$ cat src/rtl/decodificador_circuito_cinco.sv
// Receive side of the circuitocinco code: deserialises framed 4-bit words,
// decodes them to a canonical 3-bit value plus candidate mask, with status.
module decodificador_circuito_cinco #(
    parameter int unsigned ERR_W = 8
) (
    input  logic             clk,
    input  logic             rst_n,
    input  logic             sin_valid,
    input  logic             sin_sof,
    input  logic             sin_bit,
    output logic             dec_valid,
    input  logic             dec_ready,
    output logic             b2,
    output logic             b1,
    output logic             b0,
    output logic [7:0]       cand_mask,
    output logic             cod_err,
    output logic             ovf,
    output logic [ERR_W-1:0] err_cnt,
    input  logic             clr_stat
);

    typedef enum logic {IDLE, SHIFT} state_t;

    state_t     state;
    logic [2:0] cnt;
    logic [3:0] sr;
    logic [2:0] b_q;

    logic       frame_err;
    logic       word_done;
    logic [3:0] word;
    logic [2:0] dec_b;
    logic [7:0] dec_mask;
    logic       dec_err;
    logic       pop;
    logic       load;
    logic       drop;
    logic       err_inc;

    assign frame_err = (state == SHIFT) && sin_valid && sin_sof;
    assign word_done = (state == SHIFT) && sin_valid && !sin_sof && (cnt == 3'd3);
    assign word      = {sr[2:0], sin_bit};
    assign pop       = dec_valid && dec_ready;
    assign load      = word_done && (!dec_valid || dec_ready);
    assign drop      = word_done && dec_valid && !dec_ready;
    assign err_inc   = frame_err || (word_done && dec_err);

    assign b2 = b_q[2];
    assign b1 = b_q[1];
    assign b0 = b_q[0];

    // Canonical value is the lowest b whose encoding matches the word.
    always_comb begin
        dec_b    = 3'd0;
        dec_mask = 8'h00;
        dec_err  = 1'b0;
        case (word)
            4'b0101: begin dec_b = 3'd0; dec_mask = 8'h21; end
            4'b0011: begin dec_b = 3'd1; dec_mask = 8'h12; end
            4'b0001: begin dec_b = 3'd2; dec_mask = 8'h0C; end
            4'b0111: begin dec_b = 3'd6; dec_mask = 8'h40; end
            4'b1001: begin dec_b = 3'd7; dec_mask = 8'h80; end
            default: dec_err = 1'b1;
        endcase
    end

    always_ff @(posedge clk or negedge rst_n) begin
        if (!rst_n) begin
            state     <= IDLE;
            cnt       <= '0;
            sr        <= '0;
            dec_valid <= 1'b0;
            b_q       <= '0;
            cand_mask <= '0;
            cod_err   <= 1'b0;
            ovf       <= 1'b0;
            err_cnt   <= '0;
        end else begin
            case (state)
                IDLE: begin
                    if (sin_valid && sin_sof) begin
                        state <= SHIFT;
                        sr    <= {3'b000, sin_bit};
                        cnt   <= 3'd1;
                    end
                end
                SHIFT: begin
                    if (sin_valid) begin
                        if (sin_sof) begin
                            // Framing error: drop partial word, this bit restarts as y3.
                            sr  <= {3'b000, sin_bit};
                            cnt <= 3'd1;
                        end else if (cnt == 3'd3) begin
                            state <= IDLE;
                            cnt   <= '0;
                            sr    <= '0;
                        end else begin
                            sr  <= {sr[2:0], sin_bit};
                            cnt <= cnt + 3'd1;
                        end
                    end
                end
                default: state <= IDLE;
            endcase

            if (load) begin
                dec_valid <= 1'b1;
                b_q       <= dec_b;
                cand_mask <= dec_mask;
                cod_err   <= dec_err;
            end else if (pop) begin
                dec_valid <= 1'b0;
            end

            if (clr_stat) begin
                ovf     <= 1'b0;
                err_cnt <= '0;
            end else begin
                if (drop)
                    ovf <= 1'b1;
                if (err_inc && (err_cnt != '1))
                    err_cnt <= err_cnt + 1'b1;
            end
        end
    end

endmodule

$ cat config.mk
export PLATFORM = sky130hd
export DESIGN_NAME = decodificador_circuito_cinco
export DESIGN_NICKNAME = d
export VERILOG_FILES = /design/src/rtl/decodificador_circuito_cinco.sv
export SDC_FILE = /design/constraint.sdc
export NUM_CORES = 1
export LEC_CHECK = 0
export ABC_AREA = 1
export CORE_UTILIZATION = 35
export DETAILED_ROUTE_END_ITERATION = 12
export GPL_ROUTABILITY_DRIVEN = 1
export GPL_TIMING_DRIVEN = 0
export PLACE_DENSITY = 0.55
export SYNTH_ARGS = -nofsm -noshare
export SYNTH_HDL_FRONTEND = slang
export SYNTH_SLANG_ARGS = --single-unit
export TNS_END_PERCENT = 5
$ cat constraint.sdc
create_clock -name clk -period 4.2 [get_ports clk]
set_clock_uncertainty 0.05 [all_clocks]
set_input_delay 0.84 -clock clk [delete_from_list [all_inputs] [get_ports clk]]
set_output_delay 0.84 -clock clk [all_outputs]
set_load 0.01 [all_outputs]
==> results.py <==
metrics = {
    "run_status": {
        "status": "finished clean",
    },
    "layout": {
        "seq_area_um2": 651,
        "n_antenna_cell": 0,
        "area_growth_pct": 27.9,
        "fin_cells": 248,
        "drive_above_1_share_pct": 10.0,
        "multi_input_area_um2": 597,
        "final_nets": 211,
        "nFillCells": 373,
    },
    "logic_synthesis": {
        "synthDistinctLibCells": 23,
        "ys_ff_latch": 26,
        "yosysMostFrequentCell": "nand2_1",
        "synthCells": 169,
        "yosys-top-cells-area": "dfrtp_1 (48%), nand2_1 (14%), nand3_1 (7.7%), inv_1 (5.8%), nand4_1 (3.7%)",
        "synth_top_area_share_pct": 47.6,
        "synth.top_cells.by_count": "nand2_1 (51), dfrtp_1 (26), inv_1 (21), nand3_1 (21), nor2_1 (9)",
        "synthArstFlopShare_pct": 100,
        "yosys_warnings": 0,
        "synth-main-ff-cell": "dfrtp_1",
        "netlist_area_um2": 1370,
        "synth.net_count": 178,
        "yosysTopAreaCell": "dfrtp_1",
        "synth_edf_count": 0,
        "avgSynthCellArea_um2": 8.08,
        "ys_seq_area_share_pct": 47.6,
    },
    "power": {
        "power.leakage_uw": 0.000888,
        "intPower_uw": 486,
        "pwr-share-seq_pct": 46.5,
        "peakVddDrop_v": 0.000167,
        "power.density_nw_per_um2": 410,
        "p_switching_uw": 232,
        "comb_power_share_pct": 34.2,
        "power.total_uw": 717,
        "swShare_pct": 32.3,
        "clkPwrFrac_pct": 19.3,
    },
    "routing": {
        "avgRoutedWirePerCell_um": 11.3,
        "route.met3.wl_um": 85,
        "vias": 1199,
        "wl_met1_um": 1420,
        "via_per_inst": 4.83,
        "wl_met2_um": 1260,
        "dr.pass1.iters": 4,
        "drc": 0,
        "drt-total-wl_um": 2810,
        "drtIter0Drc": 64,
        "drtAntennaViolNets": 0,
        "maxUsedRoutingLayer": "met4",
    },
    "worst_setup_path": {
        "path_cells": "clkdlybuf4s50_1",
        "cp_data_arrival_time_ns": 1.35,
        "r2r_end": "err_cnt[0]",
        "startpoint_type": "flop",
        "r2r_slack_ns": 2.73,
        "critical_path.endpoint_type": "output pin",
        "cp_num_buf_inv": 1,
        "r2r-start": "cnt[0]",
        "cp_top_family": "buffers and inverters",
        "critPathMaxFanout": 7,
        "cp_slowest_stage_delay_ns": 0.59,
        "critPathKind": "flop to output pin",
        "reg2reg_depth": 8,
        "critPathRequiredTime_ns": 3.31,
        "slowest_stage": "clkdlybuf4s50_1",
    },
    "clock_tree": {
        "htree_levels": 1,
        "cts_resized": 0,
        "cts-root-buf": "clkbuf_8",
        "clk_pin_slew_ns": 0.08,
        "cts_hold_buf": 0,
        "clock_insertion_delay_worst_skew_ns": 0.27,
        "cts_buffers": 3,
        "cts_sinks": 26,
        "cts_setup_buffers": 0,
        "cts_buffer_depth": 2,
        "cts_tree": "yes",
    },
    "place": {
        "port_buffers": 28,
        "placed_cells": 245,
        "dp_hpwl_um": 2110,
        "place.gp.congestion": 0.773,
    },
    "sta": {
        "setup_viol": 0,
        "hold_violations": 0,
        "rsz0062_at_grt": "no",
        "max_slew.worst_pin.slew_ns": 1.15,
        "fmaxAchievable_ghz": 0.447,
        "relSlewSlack_pct": 23.3,
        "fin_tns_setup_ns": 0,
        "slew_violations": 0,
        "min_period_ns": 2.24,
        "min_period_over_period_pct": 53.3,
    },
    "global_routing": {
        "grt_pass1_vias": 1140,
        "grt_antenna_before_repair": 0,
        "grt_use_total_pct": 15.5,
        "grt_pass1_wl_um": 5010,
        "grt_max_degree": 27,
        "grt.overflow.total": 0,
    },
    "hold_path": {
        "holdCritPathClass": "flop to flop",
        "holdCritStartpoint": "b_q[2]",
        "hold_path_end": "b_q[2]",
        "hold_depth": 2,
    },
    "floorplanning": {
        "dieArea_um2": 4160,
        "io_pins": 29,
        "start_util_pct": 36.8,
        "rows": 22,
        "die_h_um": 64.5,
        "core-area_um2": 3720,
        "die_w_um": 64.5,
    },
    "run": {
        "maxCapViolCount": 0,
    },
}
-- tightest hold or removal path, delay by kind of cell (launching register included) --
| kind | cells | cell delay [ns] |
|---|---|---|
| simple gates | 2 | 0.11 |
| flops | 1 | 0.35 |
-- kinds of logic (layout without fill, tap and decap cells) --
family	Yosys count	count (layout)	synth area share [%]
fa+ha+maj	2	2	1.83
simple gates	100	100	35.5
xor+xnor	3	3	1.92
compound gates	10	10	4.40
buf+inv	28	59	8.70
flops	26	26	47.6
-- metrics by stage --
step                      hold slack [ns]  instance area [µm²]  worst slack, ns  utilization [%]
after floorplan                     0.434                 1370             2.50                -
after global placement              0.414                 1710             1.86             45.9
after detailed placement            0.425                 1710             1.85             45.9
after CTS                           0.447                 1750             1.94             47.0
after global routing                0.474                 1750             1.88             47.0
final                               0.442                 1750             1.96             47.0
-- power groups by stage --
stage | Clock [µW] | Sequential (µW) | Combinational (µW)
after floorplan | 0 | 347 | 125
after global placement | 0 | 336 | 244
after detailed placement | 0 | 339 | 248
after CTS | 146 | 334 | 248
after global routing | 158 | 341 | 274
final | 139 | 333 | 245
-- how the worst max path moves through the flow --
stage               startpoint    endpoint  cells after the start
floorplan              sin_sof      b_q[0]                      7
global placement     sin_valid      b_q[0]                      7
detailed placement   sin_valid  err_cnt[0]                      8
CTS                 err_cnt[2]  err_cnt[2]                      1
global route        err_cnt[2]  err_cnt[2]                      1
finish              err_cnt[2]  err_cnt[2]                      1
-- routing by layer --
layer	up-vias	global-route usage [%]
met2	21	23.9
li1	608	-
met3	4	1.76
met5	-	0
met1	566	21.5
met4	0	7.22
-- flip-flops by register name, summed over array words and instances, names as in the netlist --
signal and flops:
b_q 3, cand_mask 5, cnt 3, cod_err 1
dec_valid 1, err_cnt 8, ovf 1, sr 3
state 1
-- layout make-up --
type                       instances  share of cell area [%]
inverter                          23                    4.94
clock buffer                       3                    2.36
buffer                             5                    1.86
timing repair buffer              28                    16.0
multi-input combinational        115                    34.1
sequential                        26                    37.2
tap                               48                    3.44
-- placed cells by master, fill, tap and decap left out, types with 3 or more instances in the layout --
cell type and count:
buf_4 3, clkbuf_8 3, clkdlybuf4s50_1 28, dfrtp_1 26, inv_1 21, nand2_1 51, nand3_1 21, nand4_1 8
nor2_1 9, o21ai_1 3, xor2_1 3
No activity file was read; power rests on OpenSTA's default activity.
